===== config.mk =====
export PLATFORM = sky130hd
export DESIGN_NAME = seq_divider
export DESIGN_NICKNAME = d
export VERILOG_FILES = /design/src/rtl/seq_divider.sv
export SDC_FILE = /design/constraint.sdc
export NUM_CORES = 1
export LEC_CHECK = 0
export CORE_MARGIN = 1.5
export CORE_UTILIZATION = 56
export DETAILED_ROUTE_END_ITERATION = 10
export DONT_BUFFER_PORTS = 1
export PLACE_DENSITY = 0.74
export SLEW_MARGIN = 20
export SYNTH_ARGS = -nofsm -noshare
export SYNTH_HDL_FRONTEND = slang
export SYNTH_SLANG_ARGS = --single-unit

===== constraint.sdc =====
create_clock -name clk -period 4.3 [get_ports clk]
set_input_delay 0.43 -clock clk [delete_from_list [all_inputs] [get_ports clk]]
set_output_delay 0.43 -clock clk [all_outputs]
set_load 0.03 [all_outputs]

===== src/rtl/seq_divider.sv =====
// Multi-cycle unsigned restoring divider: one quotient bit per clock via
// shift-and-subtract, with a one-cycle start / done-pulse handshake.
module seq_divider #(
    parameter int WIDTH = 8
) (
    input  logic             clk,
    input  logic             rst_n,
    input  logic             start,
    input  logic [WIDTH-1:0] dividend,
    input  logic [WIDTH-1:0] divisor,
    output logic [WIDTH-1:0] quotient,
    output logic [WIDTH-1:0] remainder,
    output logic             busy,
    output logic             done,
    output logic             div_by_zero
);

    localparam int CW = (WIDTH > 2) ? $clog2(WIDTH) : 1;

    typedef enum logic [1:0] {
        IDLE,
        RUN,
        DONE
    } state_t;

    state_t           state;
    logic [CW-1:0]    step;
    logic [WIDTH-1:0] q_work;
    logic [WIDTH-1:0] r_work;
    logic [WIDTH-1:0] d_work;

    logic [WIDTH:0]   t_run;
    logic [WIDTH:0]   s_run;
    logic [WIDTH-1:0] q_next;
    logic [WIDTH-1:0] r_next;

    // Bit-serial ripple-borrow subtractor; bit WIDTH of the result is the sign.
    function automatic logic [WIDTH:0] sub_borrow(input logic [WIDTH:0] a,
                                                  input logic [WIDTH:0] b);
        logic [WIDTH:0] diff;
        logic           bw;
        bw = 1'b0;
        for (int i = 0; i <= WIDTH; i++) begin
            diff[i] = a[i] ^ b[i] ^ bw;
            bw      = (~a[i] & b[i]) | (~(a[i] ^ b[i]) & bw);
        end
        return diff;
    endfunction

    // The partial remainder is always below the divisor, so WIDTH bits hold it
    // and the shifted trial value fits in WIDTH+1 bits.
    always_comb begin
        t_run  = {r_work, q_work[WIDTH-1]};
        s_run  = sub_borrow(t_run, {1'b0, d_work});
        q_next = {q_work[WIDTH-2:0], ~s_run[WIDTH]};
        r_next = s_run[WIDTH] ? t_run[WIDTH-1:0] : s_run[WIDTH-1:0];
    end

    always_ff @(posedge clk) begin
        if (!rst_n) begin
            state       <= IDLE;
            step        <= '0;
            quotient    <= '0;
            remainder   <= '0;
            busy        <= 1'b0;
            done        <= 1'b0;
            div_by_zero <= 1'b0;
        end else begin
            case (state)
                IDLE: begin
                    done <= 1'b0;
                    if (start) begin
                        busy <= 1'b1;
                        if (divisor == '0) begin
                            quotient    <= '1;
                            remainder   <= dividend;
                            div_by_zero <= 1'b1;
                            done        <= 1'b1;
                            state       <= DONE;
                        end else begin
                            step        <= CW'(WIDTH - 1);
                            div_by_zero <= 1'b0;
                            state       <= RUN;
                        end
                    end
                end
                RUN: begin
                    step <= step - 1'b1;
                    if (step == '0) begin
                        quotient  <= q_next;
                        remainder <= r_next;
                        done      <= 1'b1;
                        state     <= DONE;
                    end
                end
                DONE: begin
                    done  <= 1'b0;
                    busy  <= 1'b0;
                    state <= IDLE;
                end
                default: begin
                    done  <= 1'b0;
                    busy  <= 1'b0;
                    state <= IDLE;
                end
            endcase
        end
    end

    // Working datapath registers carry no reset; they are always loaded at accept.
    always_ff @(posedge clk) begin
        if (state == IDLE && start) begin
            q_work <= dividend;
            r_work <= '0;
            d_work <= divisor;
        end else if (state == RUN) begin
            q_work <= q_next;
            r_work <= r_next;
        end
    end

endmodule

==> impl_metrics.tcl <==
set metrics [dict create \
    period_needed_ns 4.16 \
    ys_async_sr_fraction_pct 0 \
    hp-class "in2reg" \
    clock_sinks 48 \
    cp_cell_sequence "inv_1 -> ha_1 -> fa_1 -> fa_1 -> fa_1 -> fa_2 -> fa_2 -> fa_2 -> fa_2 -> xnor2_4 -> buf_8 -> mux2i_2 -> a311oi_2" \
    syn_inst 209 \
    root_buffer "clkbuf_8" \
    rsz0062_at_grt "false" \
    path_buf_inv 2 \
    max-cap-violations 0 \
    min_period_over_period_pct 96.7 \
    path_clk_slew_ns 0.09 \
    tightest_slew_ns 0.854 \
    path_delay_family "adder cells" \
    critPathKind "reg2reg" \
    r2r_start "q_work[7]$_DFFE_PP_" \
    ys_top_cells_by_area "dfxtp_1, edfxtp_1, fa_1" \
    via_per_inst 6.18 \
    cts_tree "yes" \
    stdcell_count 257 \
    yosysTopAreaCell "dfxtp_1" \
    die_w_um 68.0 \
    port_buffers 0 \
    antenna_cells 0 \
    reg2reg_setup_slack_ns 0.14 \
    final_cell_mix "nand2_1, dfxtp_1, edfxtp_1" \
    p_switching_mw 0.323 \
    dp_hpwl_mm 3.37 \
    ys.flop_type "dfxtp_1" \
    slowest_delay_ns 0.43 \
    synth_edf_count 16 \
    dp.cells 246 \
    netlist_area_um2 2370 \
    cts_buffers 5 \
    design_area_um2 2590 \
    hp-start "divisor[5]" \
    first_pass_iters 4 \
    start_kind "flop" \
    irDropWorstVdd_mv 0.216 \
    synth_fp_nets 238 \
    utilization_pct 64.3 \
    setup_viol 0 \
    sw_frac_of_total_pct 29.3 \
    ys_ff_latch 48 \
    power_frac_clock_pct 29.6 \
    grt.total_usage_pct 22.2 \
    core_um2 4030 \
    crit_top_cell "fa_2" \
    seq_area_frac_synth_pct 47.4 \
    syn_area_per_cell_um2 11.3 \
    syn_to_final_growth_pct 9.36 \
    antenna_found_initial 0 \
    die_y_um 68.0 \
    critPathCaptureType "flop" \
    ant_nets 0 \
    via_count 1589 \
    hold_buffers 0 \
    slew_viol_final 0 \
    pin_count 38 \
    critical_path_arrival_ns 4.34 \
    nets 235 \
    min_delay_path_depth 0 \
    pwr-share-comb_pct 17.9 \
    drc 0 \
    fmax_mhz 241 \
    leakage_nw 0.941 \
    run_status "finished, final reports clean" \
    timing.rr.end "remainder[1]$_SDFFE_PN0P_" \
    holdPathEnd "d_work[5]$_DFFE_PP_" \
    finalHoldViolCount 0 \
    clk_latency_ns 0.31 \
    grt_max_degree 24 \
    clock_path_buffers 2 \
    final_common_cell "nand2_1" \
    seq_power_share_pct 52.4 \
    seqCellArea_um2 1120 \
    grt_pass1_vias 1513 \
    ys_types 41 \
    power.density_nw_per_um2 425 \
    h-tree-depth 2 \
    grt_overflow 0 \
    drt_iter0_markers 136 \
    worstSetupStartpoint "q_work[7]$_DFFE_PP_" \
    die_area_um2 4630 \
    slew_headroom_pct 42.7 \
    placed_area_um2 2360 \
    internal_power_mw 0.778 \
    grt_pass1_wl_mm 7.53 \
    ys_warn_count 0 \
    required_ns 4.48 \
    drive_gt1_share_pct 19.8 \
    synth_top_area_share_pct 27.1 \
    cp_max_fo 6 \
    ff2ff_path_depth 13 \
    finalClockSkew_ns 0.00636 \
    gp_congestion 0.787 \
    start_util_pct 58.8 \
    multiInputGateArea_um2 1190 \
    wire_per_inst_um 19.3 \
    wl_mm 4.97 \
    fillers 319 \
    crit_slowest_cell "fa_2" \
    core.rowCount 23 \
]
[per-stage QoR]
stage	power, mW	setup slack (ns)	setup TNS, ns	hold slack (ns)
6_report	1.10	0.144	0	0.213
5_1_grt	1.15	0.0183	0	0.200
2_1_floorplan	0.719	0.149	0	0.452
4_1_cts	1.08	0.0169	0	0.207
3_3_place_gp	0.745	-0.0502	-0.222	0.464
3_5_place_dp	0.754	-0.138	-1.29	0.472
[what timing repair did]
item,CTS,global route
endpoints found under the setup margin,15,15
gates resized for setup,1,21
setup buffers,3,0
pin swaps,1,2
cloned,0,0
[worst max path at each step]
stage	to	slack [ns]	depth (start not counted)
after detailed placement	remainder[7]$_SDFFE_PN0P_	-0.14	12
after floorplan	remainder[7]$_SDFFE_PN0P_	0.15	12
after CTS	remainder[4]$_SDFFE_PN0P_	0.02	13
after global routing	remainder[2]$_SDFFE_PN0P_	0.02	13
final	remainder[1]$_SDFFE_PN0P_	0.14	13
after global placement	remainder[7]$_SDFFE_PN0P_	-0.05	12
[state kept, by name, indices dropped and copies added, names as in the netlist]
register / flops
done: 1
quotient: 8
d_work: 8
div_by_zero: 1
q_work: 8
state: 2
step: 3
r_work: 8
busy: 1
remainder: 8
[synthesized netlist by cell type, drive strengths merged (5+ instances only)]
cell type and number:
clkbuf 5, nand2 34, and3b 8, o21ai 8
nor3b 7, mux2i 9, inv 13, o221a 8
buf 10, a21oi 7, a311oi 15, fa 7
dfxtp 32, edfxtp 16
[power groups by stage]
| stage | sequential, mW | combinational [mW] | clock [mW] |
|---|---|---|---|
| global route | 0.584 | 0.217 | 0.351 |
| floorplan | 0.573 | 0.146 | 0 |
| finish | 0.577 | 0.197 | 0.326 |
| CTS | 0.577 | 0.174 | 0.330 |
| global placement | 0.585 | 0.160 | 0 |
| detailed placement | 0.588 | 0.167 | 0 |
[final cells by class]
class,count,area share (%)
multi-input combinational,132,46.1
sequential,48,43.3
clock buffer,5,2.66
tap,50,2.42
inverter,14,2.03
timing repair buffer,5,1.88
clock inverter,3,1.59
[per-layer routing]
metal	wire, um	track usage, %
met5	0	0
met2	2410	35.9
met3	361	6.91
met4	72	6.75
met1	2130	28.5
[cells by family (layout without fill, tap and decap cells)]
group                      Yosys count  count (layout)  synth area share (%)
AOI/OAI and AO/OA                   49              49                  18.7
DFF                                 48              48                  47.4
buffers and inverters               29              27                  5.97
muxes                                9               9                  3.81
adders and majority gates           10              10                  7.51
xor gates and xnor gates             2               2                  1.53
and+or+nand+nor                     62              62                  15.1
No activity file was read; power rests on OpenSTA's default activity.
